===== config.mk =====
export PLATFORM = sky130hd
export DESIGN_NAME = psel_rr_arb
export DESIGN_NICKNAME = d
export VERILOG_FILES = /design/src/rtl/psel_rr_arb.sv
export SDC_FILE = /design/constraint.sdc
export NUM_CORES = 1
export LEC_CHECK = 0
export BUFFER_PORTS_ARGS = -buffer_cell sky130_fd_sc_hd__buf_2
export CAP_MARGIN = 20
export CORE_MARGIN = 2
export CORE_UTILIZATION = 60
export CTS_CLUSTER_DIAMETER = 100
export DETAILED_ROUTE_END_ITERATION = 10
export GPL_ROUTABILITY_DRIVEN = 0
export GPL_TIMING_DRIVEN = 0
export PLACE_DENSITY = 0.8
export SKIP_LAST_GASP = 1
export SYNTH_ARGS = -nofsm -noshare
export SYNTH_HDL_FRONTEND = slang
export SYNTH_SLANG_ARGS = --single-unit

===== constraint.sdc =====
create_clock -name clock -period 4.7 [get_ports clock]
set_input_delay 0.235 -clock clock [delete_from_list [all_inputs] [get_ports clock]]
set_output_delay 0.235 -clock clock [all_outputs]
set_load 0.05 [all_outputs]

===== src/rtl/psel_rr_arb.sv =====
`default_nettype none
// ============================================================================
// Module   : psel_rr_arb
// Purpose  : N-requester arbiter with a registered one-hot grant. Priority is
//            either fixed (highest index wins) or rotating (round-robin).
//            Ownership persists while the owner keeps requesting; a contested
//            owner is preempted after MAX_HOLD consecutive cycles.
// Revision : 1.0 - initial release
// ----------------------------------------------------------------------------
// Parameters:
//   N           number of requesters (>= 2)
//   ROUND_ROBIN 0 = fixed priority, 1 = rotating priority
//   MAX_HOLD    max consecutive cycles for a contested owner, 0 = unlimited
// Ports:
//   clock      in   rising-edge clock
//   reset_n    in   asynchronous active-low reset
//   en         in   arbitration enable
//   req        in   [N]          request vector
//   gnt        out  [N]          registered one-hot grant (zero when idle)
//   gnt_idx    out  [clog2(N)]   index of granted requester (0 when idle)
//   gnt_valid  out               high when gnt is nonzero
//   gnt_count  out  [N*16]       per-requester new-grant counters
//                                (present only with PSEL_PERF_CNT_EN)
//   req_up     out               combinational OR of req, ignores en
// Build option:
//   PSEL_PERF_CNT_EN  adds saturating 16-bit per-requester grant counters.
// ============================================================================
module psel_rr_arb #(
  parameter int N           = 8,
  parameter int ROUND_ROBIN = 1,
  parameter int MAX_HOLD    = 4
) (
  input  logic                 clock,
  input  logic                 reset_n,
  input  logic                 en,
  input  logic [N-1:0]         req,
  output logic [N-1:0]         gnt,
  output logic [$clog2(N)-1:0] gnt_idx,
  output logic                 gnt_valid,
`ifdef PSEL_PERF_CNT_EN
  output logic [N*16-1:0]      gnt_count,
`endif
  output logic                 req_up
);

  localparam int IW = $clog2(N);
  localparam int HW = (MAX_HOLD > 0) ? $clog2(MAX_HOLD + 1) : 1;

  localparam bit            c_hold_en   = (MAX_HOLD > 0);
  localparam logic [HW-1:0] c_hold_last = (MAX_HOLD > 0) ? HW'(MAX_HOLD - 1) : '0;
  localparam logic [IW-1:0] c_ptr_init  = IW'(N - 1);

  typedef enum logic [0:0] {
    S_IDLE  = 1'b0,
    S_GRANT = 1'b1
  } state_t;

  state_t        r_state;
  logic [N-1:0]  r_gnt;
  logic [IW-1:0] r_gnt_idx;
  logic          r_gnt_valid;
  logic [IW-1:0] r_ptr;
  logic [HW-1:0] r_hold;

  logic [IW:0]   w_sel_all;
  logic [IW:0]   w_sel_oth;
  logic          w_preempt_ok;
  logic          w_new;
  logic          w_idle;
  logic [IW-1:0] w_new_idx;
  logic [N-1:0]  w_new_onehot;

  // Scan v starting at index 'start' and moving downward, wrapping from 0 to
  // N-1. Returns {found, index}. Fixed priority simply keeps start at N-1.
  function automatic logic [IW:0] f_select(input logic [N-1:0] v,
                                           input logic [IW-1:0] start);
    logic          found;
    logic [IW-1:0] idx;
    logic [IW-1:0] pos_i;
    int            pos;
    found = 1'b0;
    idx   = '0;
    for (int k = 0; k < N; k++) begin
      pos = int'(start) - k;
      if (pos < 0) pos = pos + N;
      pos_i = IW'(pos);
      if (!found && v[pos_i]) begin
        found = 1'b1;
        idx   = pos_i;
      end
    end
    return {found, idx};
  endfunction

  assign w_sel_all = f_select(req, r_ptr);
  assign w_sel_oth = f_select(req & ~r_gnt, r_ptr);

  // Preemption fires on the last allowed hold cycle, and only when some
  // other requester is actually waiting.
  assign w_preempt_ok = c_hold_en && (r_hold == c_hold_last) && w_sel_oth[IW];

  always_comb begin
    w_new     = 1'b0;
    w_idle    = 1'b0;
    w_new_idx = w_sel_all[IW-1:0];
    case (r_state)
      S_IDLE: begin
        if (en && w_sel_all[IW]) w_new  = 1'b1;
        else                     w_idle = 1'b1;
      end
      S_GRANT: begin
        if (!en) begin
          w_idle = 1'b1;
        end else if (!req[r_gnt_idx]) begin
          // Owner released: the owner bit is clear, so any hit is another requester.
          if (w_sel_all[IW]) w_new  = 1'b1;
          else               w_idle = 1'b1;
        end else if (w_preempt_ok) begin
          w_new     = 1'b1;
          w_new_idx = w_sel_oth[IW-1:0];
        end
      end
      default: w_idle = 1'b1;
    endcase
  end

  always_comb begin
    w_new_onehot            = '0;
    w_new_onehot[w_new_idx] = 1'b1;
  end

  always_ff @(posedge clock or negedge reset_n) begin
    if (!reset_n) begin
      r_state     <= S_IDLE;
      r_gnt       <= '0;
      r_gnt_idx   <= '0;
      r_gnt_valid <= 1'b0;
      r_ptr       <= c_ptr_init;
      r_hold      <= '0;
    end else if (w_new) begin
      r_state     <= S_GRANT;
      r_gnt       <= w_new_onehot;
      r_gnt_idx   <= w_new_idx;
      r_gnt_valid <= 1'b1;
      r_hold      <= '0;
      // Rotating mode: the new owner drops to lowest priority next round.
      if (ROUND_ROBIN != 0) begin
        r_ptr <= (w_new_idx == '0) ? c_ptr_init : (w_new_idx - 1'b1);
      end
    end else if (w_idle) begin
      r_state     <= S_IDLE;
      r_gnt       <= '0;
      r_gnt_idx   <= '0;
      r_gnt_valid <= 1'b0;
      r_hold      <= '0;
    end else begin
      // Owner keeps the grant; count held cycles, saturating at the last
      // allowed value (stays 0 when holding is unlimited).
      if (r_hold != c_hold_last) r_hold <= r_hold + 1'b1;
    end
  end

  assign gnt       = r_gnt;
  assign gnt_idx   = r_gnt_idx;
  assign gnt_valid = r_gnt_valid;
  assign req_up    = |req;

`ifdef PSEL_PERF_CNT_EN
  // Counts new grants only; hold cycles do not advance a counter.
  for (genvar gi = 0; gi < N; gi++) begin : g_perf_cnt
    logic [15:0] r_cnt;
    always_ff @(posedge clock or negedge reset_n) begin
      if (!reset_n) begin
        r_cnt <= '0;
      end else if (w_new && (w_new_idx == IW'(gi)) && (r_cnt != 16'hFFFF)) begin
        r_cnt <= r_cnt + 16'd1;
      end
    end
    assign gnt_count[gi*16 +: 16] = r_cnt;
  end : g_perf_cnt
`endif

endmodule
`default_nettype wire


==> results of run 1 <==
[cells by family (layout without fill, tap and decap cells)]
kind of cell / count (synthesis) / in the layout
mux: 58 / 58
flops: 18 / 18
buf+inv: 25 / 52
fa+ha+maj: 4 / 4
xor+xnor: 8 / 8
simple gates: 97 / 97
compound gates: 82 / 82
[state kept, by name, summed over array words and instances, names as in the netlist]
signal / flops
gnt: 8
gnt_idx: 3
gnt_valid: 1
r_ptr: 3
r_hold: 3
[Yosys cell counts (all sizes together) (3+ instances only)]
master  count  area share [%]
o211ai      5             1.3
a32o        4             1.5
nor3        7             1.2
a21oi      12             2.1
nor2b       6             1.3
mux2i      25             8.9
or2         3            0.67
ha          4             1.8
o31ai       6             2.3
nor2       12             1.7
o22ai       3            0.67
clkbuf      5            0.67
xnor2       4             1.5
buf        13             3.3
nand3       9             1.6
dfrtp      15              13
and2b       6             2.0
xor2        4             1.2
mux4       26              21
mux2        7             2.8
dfstp       3             2.8
o21ai      14             2.5
nand2      31             4.2
a32oi       3             1.2
a31oi       4            0.89
a211oi      8             2.1
inv         6            0.89
a21o        3            0.80
nand2b     10             2.2
a221oi      3             1.2
[per-stage QoR]
stage	cells	util, %	hold slack, ns	area, sq um
after floorplan	292	-	-0.0606	2800
after global placement	367	67.6	0.176	2980
after detailed placement	367	67.6	0.179	2980
after CTS	372	69.0	0.406	3050
after global routing	371	69.1	0.453	3050
final	371	69.1	0.408	3050
[worst max-delay path, cell delays in order (launching register included)]
cell	delay, ns
dfstp_2	0.53
buf_2	0.22
inv_1	0.12
clkbuf_1	0.27
ha_1	0.62
mux4_2	0.65
mux2i_1	0.16
a32oi_1	0.24
or2_1	0.32
o31ai_1	0.54
a32oi_2	0.32
a32o_1	0.33
[metal layers]
| layer | GRT usage [%] | vias up | wire length [microns] |
|---|---|---|---|
| met4 | 11.7 | 0 | 223 |
| met1 | 45.3 | 1341 | 3150 |
| met5 | 0 | - | 0 |
| met3 | 5.69 | 30 | 829 |
| li1 | - | 1217 | - |
| met2 | 51.7 | 158 | 3840 |
[cell type report]
type                    count  area (sq um)
repair buffers             24           125
flip-flops and latches     18           454
multi-input cells         249          2210
plain buffers              17           109
well taps                  52          65.1
inverters                   7          28.8
clock buffers               4          55.1
fillers                   339          1360
[final timing paths]
kind	slack [ns]	startpoint	cells after the start	end
worst min register to register	0.55	gnt[0]	2	gnt[0]
worst min-delay path	0.41	en	3	gnt_idx[1]
min in group asynchronous	0.43	reset_n	2	r_hold[1]
worst max register to register	0.27	r_ptr[1]	11	gnt[2]
worst max-delay path	0.27	r_ptr[1]	11	gnt[2]
max in group asynchronous	3.94	reset_n	2	r_ptr[2]
[timing repair]
action,in CTS,in global routing
hold endpoints to repair,15,0
setup endpoints to repair,0,12
hold buffers,1,0
gates resized for setup,0,1
==> impl_metrics.yaml, run 1 <==
logic_synthesis:
  yosys_warnings: 0
  synth_ff_type: "dfrtp_1"
  synthCells: 292
  ys_ff_latch: 18
  synth-xor-area-share_pct: 2.77
  synth_compound_area_share_pct: 22.7
  syn-cell-area_sq_um: 2800
  syn-num-nets: 307
  seq_area_frac_synth_pct: 16.2
  synth_mux_area_share_pct: 32.6
  syn_avg_cell_area_sq_um: 9.60
  synth_cell_types: 70
  synth_enable_flop_cells: 0
  synth_top_family_by_area: "multiplexers"
  synthArstFlopShare_pct: 100
  synthSimpleGateAreaFrac_pct: 18.9
  synthAdderAreaFrac_pct: 1.79
final_layout:
  syn_to_final_growth_pct: 8.84
  final_common_cell: "nand2_1"
  layout_common_cells: "nand2_1, buf_2, mux4_2"
  fin_nets: 335
  drive_gt1_share_pct: 29.2
  n_antenna_cell: 0
routing:
  drc: 0
  drtIter0Drc: 476
  drt.antenna.violating_nets: 0
  postRouteWirelength_mm: 8.04
  avgRoutedWirePerCell_microns: 21.7
  vias: 2746
  dr.pass1.iters: 6
  viasPerCell: 7.40
timing:
  setup_tns_ns: 0
  slew_headroom_pct: 43.5
  skew_ns: 0.00409
  clock.fmax_ghz: 0.226
  finalCritPeriodShare_pct: 94.3
  setup_viol: 0
  rsz0062_at_grt: "false"
  hold_viol: 0
  worst_pin_slew_ns: 0.837
  drv_slew: 0
  finalCriticalPeriod_ns: 4.43
  worst_slack_ns: 0.270
place:
  post-dp-hpwl_mm: 6.13
  dp_slack_ns: 0.213
  numPortBuffers: 23
floorplan:
  die_x_microns: 72.3
  core_sq_um: 4410
  io_pins: 24
  die_h_microns: 72.3
  design.die.area_sq_um: 5230
  num_rows: 24
  initial_utilization_pct: 63.5
critical_path:
  arrival_ns: 4.58
  crit_fanout: 10
  cp.required_ns: 4.85
  end_kind: "register"
  path_class: "register to register"
  worstSetupStartpointType: "register"
global_routing:
  grt_pass1_vias: 2601
  grt.overflow.total: 0
  grt_pass1_wl_mm: 13.2
  grt.total_usage_pct: 32.7
  grt_antenna_before_repair: 0
  grt_max_degree: 19
clock_network:
  cts_setup_buffers: 0
  cts_buffers: 3
  clk-insertion-delay-late_ns: 0.26
  cts.clk_slew.worst_paths_ns: 0.07
  cts_root_buffer: "clkbuf_8"
  cts.sinks: 18
  cts_tree: "built"
  htree_levels: 1
  clk_path_buf_depth: 2
min_path:
  hold_class: "primary input to register"
outcome:
  outcome: "finished clean"
job:
  drv_cap: 0
Power of run 1 is not shown: default switching activity piles up to over one toggle a cycle in this logic, so the estimate is an artifact.
==> run 2, diff against run 1 <==
==> constraint.sdc (replaced) <==
create_clock -name clock -period 4.6 [get_ports clock]
set_input_delay 0.23 -clock clock [delete_from_list [all_inputs] [get_ports clock]]
set_output_delay 0.23 -clock clock [all_outputs]
set_load 0.05 [all_outputs]
==> impl_metrics.yaml, run 2 (synthesis gave the netlist of run 1 again) <==
clock_network:
  htree_levels: 1
  cts_setup_buffers: 0
  cts.clk_slew.worst_paths_ns: 0.07
  cts.sinks: 18
  clk-insertion-delay-late_ns: 0.26
  clk_path_buf_depth: 2
  cts_tree: "built"
  cts_buffers: 3
  cts_root_buffer: "clkbuf_8"
global_routing:
  grt.total_usage_pct: 32.7
  grt_pass1_vias: 2601
  grt_antenna_before_repair: 0
  grt.overflow.total: 0
  grt_max_degree: 19
  grt_pass1_wl_mm: 13.2
floorplan:
  initial_utilization_pct: 63.5
  io_pins: 24
  die_x_microns: 72.3
  die_h_microns: 72.3
  num_rows: 24
  core_sq_um: 4410
  design.die.area_sq_um: 5230
critical_path:
  arrival_ns: 4.49
  crit_fanout: 10
  cp.required_ns: 4.75
  cpMaxStageDelayCell: "mux4_2"
  cp_slowest_stage_delay_ns: 0.62
  end_kind: "register"
  cp_cell_sequence: "buf_2 > inv_1 > clkbuf_1 > ha_2 > mux4_2 > mux2i_1 > a32oi_1 > or2_1 > o31ai_1 > a32oi_2 > a32o_1"
  worstSetupStartpointType: "register"
  reg2reg_from: "r_ptr[1]"
  crit_start: "r_ptr[1]"
  path_class: "register to register"
final_layout:
  drive_gt1_share_pct: 29.5
  syn_to_final_growth_pct: 8.93
  fin_nets: 335
  fillers: 337
  multi_input_area_sq_um: 2220
  n_antenna_cell: 0
  layout_common_cells: "nand2_1, buf_2, mux4_2"
  largest_reg_flops: 8
  regArea_sq_um: 454
  final_area_sq_um: 3050
  final_common_cell: "nand2_1"
timing:
  clock.fmax_ghz: 0.230
  rsz0062_at_grt: "false"
  skew_ns: 0.00430
  worst_pin_slew_ns: 0.809
  finalCriticalPeriod_ns: 4.34
  finalCritPeriodShare_pct: 94.3
  setup_viol: 0
  hold_viol: 0
  slew_headroom_pct: 45.4
  drv_slew: 0
  setup_tns_ns: 0
place:
  dpl_cell_area_sq_um: 2980
  numPortBuffers: 23
  post-dp-hpwl_mm: 6.13
min_path:
  hold_class: "primary input to register"
  min_from: "en"
routing:
  drc: 0
  viasPerCell: 7.38
  dr.pass1.iters: 5
  vias: 2738
  drtIter0Drc: 436
  postRouteWirelength_mm: 8.05
  avgRoutedWirePerCell_microns: 21.7
  drt.antenna.violating_nets: 0
job:
  drv_cap: 0
outcome:
  outcome: "finished clean"
==> run 2: cell counts in the layout (fill, tap and decap cells not counted) <==
No cell type changed its count.
==> run 2: critical path: cells and delay by family, from the launching register on <==
family,cells,cell delay (ns)
buffers and inverters,3,0.61
adder cells (fa/ha/maj),1,0.56
flip-flops,1,0.53
AND/OR/NAND/NOR,1,0.32
multiplexers,2,0.78
AO/OA/AOI/OAI,4,1.43
==> run 2: layout make-up <==
type                       count  share of cell area [%]
tap                           52                    2.13
sequential                    18                    14.9
buffer                        17                    3.57
clock buffer                   4                    1.80
inverter                       7                   0.943
multi-input combinational    249                    72.6
timing repair buffer          24                    4.10
==> run 2: what timing repair did <==
| action | in CTS | in global routing |
|---|---|---|
| hold endpoints to repair | 15 | 0 |
| hold buffers | 1 | 0 |
| resized for setup | 0 | 2 |
| endpoints found under the setup margin | 0 | 12 |
==> run 2: per-stage QoR <==
stage               hold WS (ns)  utilization [%]  cells  worst slack, ns
detailed placement         0.174             67.6    367            0.113
CTS                        0.401             69.0    372           0.0861
global placement           0.171             67.6    367            0.135
floorplan                -0.0656                -    292            0.757
global route               0.448             69.2    371           0.0657
finish                     0.406             69.2    371            0.261
==> run 2: worst paths after layout <==
path	end	slack, ns	cells past startpoint
worst max-delay path	gnt[2]	0.26	11
worst min register to register	gnt[0]	0.55	2
min in group asynchronous	r_hold[1]	0.43	2
max in group asynchronous	r_ptr[2]	3.84	2
worst max register to register	gnt[2]	0.26	11
worst min-delay path	gnt_idx[1]	0.41	3
==> run 2: layer usage <==
metal	track usage (%)	part of all wire, %
met1	45.3	40
met2	51.7	47
met3	5.69	10
met4	11.7	2.4
met5	0	0
Power of run 2 is left out for the same reason.
==> run 3, diff against run 2 <==
--- a/config.mk
+++ b/config.mk
@@ -14,6 +14,7 @@
 export GPL_ROUTABILITY_DRIVEN = 0
 export GPL_TIMING_DRIVEN = 0
 export PLACE_DENSITY = 0.8
+export SETUP_SLACK_MARGIN = 0.4
 export SKIP_LAST_GASP = 1
 export SYNTH_ARGS = -nofsm -noshare
 export SYNTH_HDL_FRONTEND = slang
==> impl_metrics.yaml, run 3 (synthesis gave the netlist of run 1 again) <==
global_routing:
  grt.busiest_layer: "met2"
  grt.total_usage_pct: 32.7
  grt_antenna_before_repair: 0
  grt_max_degree: 19
  grt_pass1_wl_mm: 13.2
  use_met3_pct: 5.69
  grt_pass1_vias: 2594
  grt.overflow.total: 0
  met2_usage_pct: 51.9
  grt.met1_usage_pct: 45.4
floorplan:
  design.die.area_sq_um: 5230
  die_h_microns: 72.3
  num_rows: 24
  core_sq_um: 4410
  die_x_microns: 72.3
  initial_utilization_pct: 63.5
  io_pins: 24
job:
  drv_cap: 0
routing:
  dr.pass1.iters: 5
  drtIter0Drc: 450
  viasPerCell: 7.42
  drt.antenna.violating_nets: 0
  avgRoutedWirePerCell_microns: 22.0
  vias: 2768
  postRouteWirelength_mm: 8.22
  drc: 0
critical_path:
  arrival_ns: 4.24
  r2r_setup_slack_ns: 0.50
  path_class: "register to register"
  crit_fanout: 10
  end_kind: "register"
  worstSetupStartpointType: "register"
  cp.required_ns: 4.74
final_layout:
  n_antenna_cell: 0
  drive_gt1_share_pct: 31.8
  syn_to_final_growth_pct: 12.1
  layout_common_cells: "nand2_1, buf_2, mux4_2"
  final_common_cell: "nand2_1"
  largest_reg_flops: 8
  fillers: 327
  fin_nets: 337
timing:
  clock.fmax_ghz: 0.244
  drv_slew: 0
  setup_viol: 0
  finalCriticalPeriod_ns: 4.10
  slew_headroom_pct: 53.7
  rsz0062_at_grt: "false"
  worst_pin_slew_ns: 0.683
  finalCritPeriodShare_pct: 89.1
  hold_viol: 0
  setup_tns_ns: 0
  skew_ns: 0.00327
clock_network:
  cts.sinks: 18
  cts_root_buffer: "clkbuf_8"
  htree_levels: 1
  clk_path_buf_depth: 2
  cts_tree: "built"
  clk-insertion-delay-late_ns: 0.26
  cts_buffers: 3
  cts.clk_slew.worst_paths_ns: 0.06
min_path:
  hold_class: "primary input to async pin"
outcome:
  outcome: "finished clean"
place:
  numPortBuffers: 23
  post-dp-hpwl_mm: 6.13
## run 3: path summary, 6_finish.rpt
kind / from / end / depth (start not counted)
worst max-delay path: r_ptr[1] / gnt[4] / 12
worst min-delay path: reset_n / r_hold[1] / 2
worst max register to register: r_ptr[1] / gnt[4] / 12
worst min register to register: gnt[0] / gnt[0] / 2
max in group asynchronous: reset_n / r_ptr[2] / 2
min in group clock: en / gnt_idx[1] / 3
## run 3: critical path: stages, from the launching register on
cell and delay [ns]:
dfstp_2 0.54, clkbuf_4 0.20, inv_1 0.11, clkbuf_2 0.22, ha_1 0.32, clkbuf_4 0.22, mux4_2 0.59, mux2i_1 0.22
a32oi_2 0.22, or2_1 0.31, or3_4 0.44, a32o_2 0.33, a32o_1 0.28
## run 3: area by class of cell
| class | instances | area, sq um | share of cell area, % |
|---|---|---|---|
| Buffer | 18 | 120 | 3.82 |
| Sequential cell | 18 | 454 | 14.5 |
| Timing Repair Buffer | 25 | 133 | 4.22 |
| Multi-Input combinational cell | 249 | 2280 | 72.7 |
| Tap cell | 52 | 65.1 | 2.07 |
| Clock buffer | 4 | 55.1 | 1.75 |
| Inverter | 7 | 28.8 | 0.916 |
## run 3: metrics by stage
step / setup WS, ns / cell area, sq um / cells / hold WS (ns) / utilization (%)
4_1_cts: 0.418 / 3070 / 372 / 0.401 / 69.5
6_report: 0.502 / 3140 / 373 / 0.429 / 71.1
3_5_place_dp: 0.113 / 2980 / 367 / 0.174 / 67.6
3_3_place_gp: 0.135 / 2980 / 367 / 0.171 / 67.6
5_1_grt: 0.378 / 3140 / 373 / 0.476 / 71.1
2_1_floorplan: 0.757 / 2800 / 292 / -0.0656 / -
## run 3: metal layers
metal  share of wire (%)  wire [microns]
met1                  37            3080
met2                  47            3880
met4                 3.6             296
met5                   0               0
met3                  12             972
## run 3: timing repair
action | 4_1_cts | 5_1_grt
hold endpoints to repair | 15 | 0
resized for setup | 5 | 12
endpoints found under the setup margin | 12 | 13
buffers inserted | 0 | 1
gates cloned | 0 | 0
hold buffers | 1 | 0
Power of run 3 is left out for the same reason.
